==> src/rtl/cva6_fifo_multiport.sv <==
// cva6_fifo_multiport: multi-port circular FIFO, up to PUSH_PORTS entries in and POP_PORTS entries out per cycle
//   clk_i, rst_ni        clock, asynchronous active-low reset (pointers and count only, memory is not reset)
//   flush_i              synchronous clear, overrides that cycle's pushes and pops
//   push_i, data_i       per-lane push request and data; push_ready_o[k] = more than k free slots
//   pop_i, data_o        per-lane pop request and k-th oldest entry; pop_valid_o[k] = more than k stored entries
//   usage_o, full_o, empty_o, almost_full_o   status derived from the registered count
module cva6_fifo_multiport #(
  parameter int DATA_WIDTH     = 32,
  parameter int DEPTH          = 8,
  parameter int PUSH_PORTS     = 2,
  parameter int POP_PORTS      = 2,
  parameter int ALMOST_FULL_TH = DEPTH - PUSH_PORTS,
  parameter int CNT_W          = $clog2(DEPTH + 1)
) (
  input  logic                             clk_i,
  input  logic                             rst_ni,
  input  logic                             flush_i,
  input  logic [PUSH_PORTS-1:0]            push_i,
  input  logic [PUSH_PORTS*DATA_WIDTH-1:0] data_i,
  output logic [PUSH_PORTS-1:0]            push_ready_o,
  output logic [POP_PORTS-1:0]             pop_valid_o,
  output logic [POP_PORTS*DATA_WIDTH-1:0]  data_o,
  input  logic [POP_PORTS-1:0]             pop_i,
  output logic [CNT_W-1:0]                 usage_o,
  output logic                             full_o,
  output logic                             empty_o,
  output logic                             almost_full_o
);
  localparam int PTR_W = $clog2(DEPTH);
  localparam int SW = PTR_W + 3;
  localparam logic [SW-1:0] DEPTH_S = SW'(DEPTH);
  logic [PTR_W-1:0] wptr_q, rptr_q;
  logic [CNT_W-1:0] count_q;
  logic [DATA_WIDTH-1:0] mem_q [DEPTH];
  logic [PUSH_PORTS-1:0] push_acc;
  logic [POP_PORTS-1:0] pop_acc;
  logic [2:0] n_push, n_pop;
  // Offsets never exceed DEPTH, so one conditional subtraction wraps correctly for any DEPTH.
  function automatic logic [PTR_W-1:0] wrap(input logic [PTR_W-1:0] p, input logic [2:0] n);
    logic [SW-1:0] s;
    s = {3'b000, p} + {{PTR_W{1'b0}}, n};
    return (s >= DEPTH_S) ? PTR_W'(s - DEPTH_S) : PTR_W'(s);
  endfunction
  // Ready/valid come only from the registered count; acceptance is the all-ones request prefix.
  for (genvar k = 0; k < PUSH_PORTS; k++) begin : g_push
    assign push_ready_o[k] = int'(count_q) + k < DEPTH;
    assign push_acc[k] = (&push_i[k:0]) & push_ready_o[k];
  end
  for (genvar k = 0; k < POP_PORTS; k++) begin : g_pop
    assign pop_valid_o[k] = int'(count_q) > k;
    assign pop_acc[k] = (&pop_i[k:0]) & pop_valid_o[k];
    assign data_o[k*DATA_WIDTH +: DATA_WIDTH] = mem_q[wrap(rptr_q, 3'(k))];
  end
  always_comb begin
    n_push = '0;
    n_pop = '0;
    for (int i = 0; i < PUSH_PORTS; i++) n_push += {2'b00, push_acc[i]};
    for (int i = 0; i < POP_PORTS; i++) n_pop += {2'b00, pop_acc[i]};
  end
  always_ff @(posedge clk_i)
    for (int i = 0; i < PUSH_PORTS; i++)
      if (push_acc[i] && !flush_i) mem_q[wrap(wptr_q, 3'(i))] <= data_i[i*DATA_WIDTH +: DATA_WIDTH];
  always_ff @(posedge clk_i or negedge rst_ni)
    if (!rst_ni) begin
      wptr_q <= '0;
      rptr_q <= '0;
      count_q <= '0;
    end else if (flush_i) begin
      wptr_q <= '0;
      rptr_q <= '0;
      count_q <= '0;
    end else begin
      wptr_q <= wrap(wptr_q, n_push);
      rptr_q <= wrap(rptr_q, n_pop);
      count_q <= count_q + CNT_W'(n_push) - CNT_W'(n_pop);
    end
  assign usage_o = count_q;
  assign full_o = count_q == CNT_W'(DEPTH);
  assign empty_o = count_q == '0;
  assign almost_full_o = int'(count_q) >= ALMOST_FULL_TH;
endmodule

==> config.mk <==
export PLATFORM = sky130hd
export DESIGN_NAME = cva6_fifo_multiport
export DESIGN_NICKNAME = d
export VERILOG_FILES = /design/src/rtl/cva6_fifo_multiport.sv
export SDC_FILE = /design/constraint.sdc
export NUM_CORES = 1
export LEC_CHECK = 0
export CELL_PAD_IN_SITES_DETAIL_PLACEMENT = 0
export CELL_PAD_IN_SITES_GLOBAL_PLACEMENT = 1
export CORE_AREA = 2 2 214 216
export DETAILED_ROUTE_END_ITERATION = 8
export DIE_AREA = 0 0 216 218
export MAX_ROUTING_LAYER = met4
export PLACE_DENSITY_LB_ADDON = 0.25
export SYNTH_ARGS = -nofsm -noshare
export SYNTH_HDL_FRONTEND = slang
export SYNTH_SLANG_ARGS = --single-unit
==> constraint.sdc <==
create_clock -name clk_i -period 11.3 [get_ports clk_i]
set_input_delay 1.13 -clock clk_i [delete_from_list [all_inputs] [get_ports clk_i]]
set_output_delay 1.13 -clock clk_i [all_outputs]
set_load 0.01 [all_outputs]
Word level (Yosys, flattened, before mapping)
Memories as Yosys holds them, arrays and structs flattened.
Cells that the tools add are included.
{ "classes": {"n_addsub": 15, "n_lt_le_gt_ge": 11, "n_eq_ne": 1, "muxes": 13, "bitwise_logic": 4, "n_reduce_logical": 6} }
{ "ops": {"columns": ["operator", "n"], "rows": [
  ["3-bit two-way mux", 8],
  ["3-bit by 1-bit subtractor with 3-bit output, second input constant", 6],
  ["4-bit greater-or-equal comparator, second input constant", 4],
  ["3-bit by 1-bit adder with 4-bit output, second input constant", 2],
  ["3-bit by 2-bit adder with 4-bit output", 2],
  ["3-bit by 4-bit greater-or-equal comparator with 1-bit output, second input constant", 2],
  ["4-bit by 1-bit greater-than comparator with 1-bit output, second input constant", 2],
  ["4-bit by 1-bit adder with 5-bit output, second input constant", 1],
  ["5-bit by 4-bit < comparator with 1-bit output, second input constant", 1],
  ["1-bit by 1-bit adder with 2-bit output", 2],
  ["4-bit by 2-bit adder with 4-bit output", 1],
  ["1-bit bitwise AND", 4],
  ["4-bit equality test, second input constant", 1],
  ["4-bit by 3-bit greater-or-equal comparator with 1-bit output, second input constant", 1],
  ["4-bit logical NOT", 1],
  ["4-bit < comparator, second input constant", 1],
  ["1-bit two-way mux", 4],
  ["4-bit two-way mux", 1],
  ["2-bit AND reduction", 2],
  ["4-bit by 2-bit subtractor with 4-bit output", 1],
  ["1-bit logical AND", 2],
  ["1-bit logical NOT", 1]
]} }
{ "word_totals": {"reg_bits": 10, "ramBits": 256, "inputBits": 71, "out_inout_bits": 75, "elab_cells": 54, "mem_count": 1} }
{ "mem_list": {"columns": ["memory", "words", "width", "rd", "rd_ports_with_merged_regs", "write_ports", "line_no", "rtl"], "rows": [
  ["mem_q", 8, 32, 2, 0, 2, "34", "logic [DATA_WIDTH-1:0] mem_q [DEPTH];"]
]} }

Logic depth before layout (Yosys ltp)
{ "depth": {"depth_word": 8, "ltp_mapped": 13, "depth_no_buf": 13} }

Worst setup path before layout
No wires, ideal clock.
{ "synth_path": {"path_type": "input -> register", "from": "input port push_i[0]", "to": "memory mem_q[0][0], enable pin", "setup_ns": 0.470, "arrival_time_ns": 4.225, "required_time_ns": 10.830, "setup_slack_ns": 6.605, "cell_stages": 3, "path_buffers": 0, "cell_sequence": "nor2b_1 > or3b_2 > o31ai_1"} }
{ "synth_lines": {"columns": ["element", "line_no", "rtl"], "rows": [
  ["start: declaration", "18", "input logic [PUSH_PORTS-1:0] push_i,"],
  ["end: declaration", "34", null]
]} }

Final worst setup path
{ "layout_path": {"from": "register rptr_q[0]", "to": "output port data_o[53]"} }
{ "layout_between": {"elab_chain_cells": 4, "word_cells_on_any_way": 5, "cone_classes": "add/sub: 2; order compare: 1; mux: 1; memory: 1"} }
{ "layout_rtl": {"columns": ["element", "line_no", "rtl"], "rows": [
  ["start: declaration", "32", "logic [PTR_W-1:0] wptr_q, rptr_q;"],
  ["start signal: assignment", "74", "rptr_q <= wrap(rptr_q, n_pop);"],
  ["3-bit by 1-bit adder with 4-bit output *", "41", "s = {3'b000, p} + {{PTR_W{1'b0}}, n};"],
  ["4-bit greater-or-equal comparator / 3-bit by 1-bit subtractor with 3-bit output (equally long branches)", "42", "return (s >= DEPTH_S) ? PTR_W'(s - DEPTH_S) : PTR_W'(s);"],
  ["3-bit two-way mux *", "42", null],
  ["memory read 8 x 32 bit *", null, null],
  ["end: declaration", "22", "output logic [POP_PORTS*DATA_WIDTH-1:0] data_o,"]
]} }
Mark *: on every way between the ends. The rest lies on a longest branch, timed or not.

==> results.cfg <==
[clock_tree]
clock_latency_ns = 0.57
cts_root_buf = clkbuf_16
clkTransAtPathRegs_ns = 0.06
cts_tree = done
cts_max_path_buffers = 3
cts_sinks = 266
ctsHoldBuffers = 0
post_cts_buffers = 0
cts_resized = 0
cts_buffers = 30
h-tree-depth = 1

[timing]
min_period_ns = 5.447
maxSlewViolCount = 0
holdWs_ns = 0.7973
relSlewSlack = 0.3476
grt_setup_unrepaired = no
finalSetupTns_ns = 0
fmax_mhz = 183.6
setup_viol = 0
timing.final.crit_share = 0.4820
worst_pin_slew_ns = 0.9786
skew_ns = 0.01167
hold_violations = 0

[floorplan]
die_y_um = 218
rows = 78
io_pins = 146
die_x_um = 216
core_area_um2 = 44890
die_area_um2 = 47090
initial_core_util = 0.3439

[outcome]
outcome = finished, final reports clean

[power_and_ir_drop]
p_leak_nw = 5.919
p_int_mw = 2.805
p_sw_mw = 1.308
switching_share = 0.3179
p_clk_frac = 0.229
worst_ir_drop_vdd_mv = 0.1531
p_comb_frac = 0.462
seqPwrFrac = 0.309
power_density_nw_per_um2 = 221.5

[synthesis]
ys_seq_area_frac = 0.5141
synth_top_area_frac = 0.4979
ys_seq_elements = 266
ys_async_sr_fraction = 0.03759
synthTopCellsByArea = edfxtp_1 50%, mux2_2 23%, mux4_2 19%, dfrtp_1 1.6%, buf_2 1.1%
synth_top_flop_cell = edfxtp_1
netlist_area_um2 = 15440
syn_area_per_cell_um2 = 17.70
syn_inst = 872
yosysTopAreaCell = edfxtp_1
post_synth_num_cell_types = 36
synth_fp_nets = 961
ys.warnings.count = 0
synth_edf_count = 256

[global_routing]
track_usage = 0.1904
grt_pass1_wl_um = 64260
grt_max_degree = 50
antenna_found_initial = 0
grt_pass1_vias = 9661
grt_overflow = 0

[cells_and_area]
area_delta_synth_final_pct = 20.28
nNetsFinal = 1096
utilization = 0.4136
layout_common_cells = 314 x mux2_2, 256 x edfxtp_1, 145 x clkdlybuf4s50_1
antenna_cells = 0
drive_above_1_share = 0.5112
nFillCells = 4080
final_common_cell = mux2_2

[detailed_routing]
vias = 8975
wl_met1_um = 19950
drt_iter0_markers = 620
firstDrtPassIters = 5
wl_um = 43260
wl_per_cell_um = 26.55
wl_met2_um = 20810
avgViaCountPerCell = 5.510
topRoutingLayerUsed = met4
wl_met3_um = 1911
postRouteAntennaNets = 0
drc = 0

[critical_path]
crit_arrival_ns = 4.32
path_class = flop to primary output
end_kind = primary output
worstSetupStartpointType = flop
worstPathMaxFanout = 39
required_ns = 10.17

[flow_run]
cap_violations = 0

[place]
port_buffers = 145
dpl.hpwl_um = 24160
place_congestion = 0.7358

[min_path]
hold_class = flop to flop
## power by group through the flow
stage          Clock, mW  Combinational [mW]  Sequential (mW)
3_3_place_gp           0                1.92             1.29
5_1_grt            0.998                2.04             1.29
3_5_place_dp           0                1.93             1.29
6_report           0.942                1.90             1.27
2_1_floorplan          0                1.24             1.23
4_1_cts            0.963                1.94             1.27
## routing by layer
metal  track usage  vias to the layer above
met5             -                        -
met4       0.03630                        0
met3       0.02385                       43
met2        0.3047                      226
met1        0.2636                     4816
li1              -                     3890
## cell usage after synthesis (3+ instances only)
cell type  count
mux2_2       314
edfxtp_1     256
mux4_2       128
buf_2         35
clkbuf_1      17
inv_1         16
ha_1          14
nor2_1        11
dfrtp_1       10
nand2_1        7
buf_1          6
mux2_1         6
nor2b_1        6
nand3_1        5
fa_1           4
nand3b_1       4
xor2_1         4
buf_6          3
o21ai_0        3
xnor2_1        3
## registers in the layout (all words and copies together) (netlist names)
| register | count |
|---|---|
| mem_q | 256 |
| usage_o | 4 |
| rptr_q | 3 |
| wptr_q | 3 |
## cell type report
cell class / instances / area, um2 / share of cell area
Clock buffer: 33 / 783.3 / 0.04218
Sequential cell: 266 / 7946 / 0.4279
Timing Repair Buffer: 165 / 1602 / 0.08625
Multi-Input combinational cell: 527 / 7263 / 0.3911
Clock inverter: 21 / 160.2 / 0.008625
Inverter: 17 / 63.81 / 0.003436
Tap cell: 600 / 750.7 / 0.04043
## worst paths after layout
path	from	end	slack [ns]	cells past startpoint
worst max-delay path	rptr_q[0]$_DFF_PN0_	data_o[53]	5.85	5
worst max register to register	usage_o[2]$_DFF_PN0_	mem_q[7][29]$_DFFE_PP_	7.72	7
max in group asynchronous	rst_ni	rptr_q[0]$_DFF_PN0_	10.01	1
worst min-delay path	wptr_q[0]$_DFF_PN0_	wptr_q[0]$_DFF_PN0_	0.80	2
min in group asynchronous	rst_ni	wptr_q[1]$_DFF_PN0_	0.91	1
worst min register to register	wptr_q[0]$_DFF_PN0_	wptr_q[0]$_DFF_PN0_	0.80	2
## per-stage QoR
stage | setup WS (ns) | power, mW | std cells | cell area [um2]
6_report | 5.853 | 4.113 | 1629 | 18570
2_1_floorplan | 6.605 | 2.472 | 872 | 15440
5_1_grt | 5.534 | 4.324 | 1629 | 18570
3_3_place_gp | 6.379 | 3.214 | 1575 | 17630
4_1_cts | 5.720 | 4.180 | 1629 | 18570
3_5_place_dp | 6.342 | 3.225 | 1575 | 17630
## logic make-up after synthesis
family	count (synthesis)	share of synthesized area
buffers and inverters	79	0.02375
multiplexers	448	0.4201
flip-flops	266	0.5141
AND/OR/NAND/NOR	42	0.01613
AO/OA/AOI/OAI	12	0.005348
XOR/XNOR	7	0.003971
adder cells (fa/ha/maj)	18	0.01653
## critical path, stage by stage, from the launching register on
cell and delay, ns:
dfrtp_4 0.73, ha_4 0.82, buf_4 0.74, mux4_2 0.59, mux2_2 0.31, clkdlybuf4s50_1 0.49
Power figures use the tool's default switching activity.
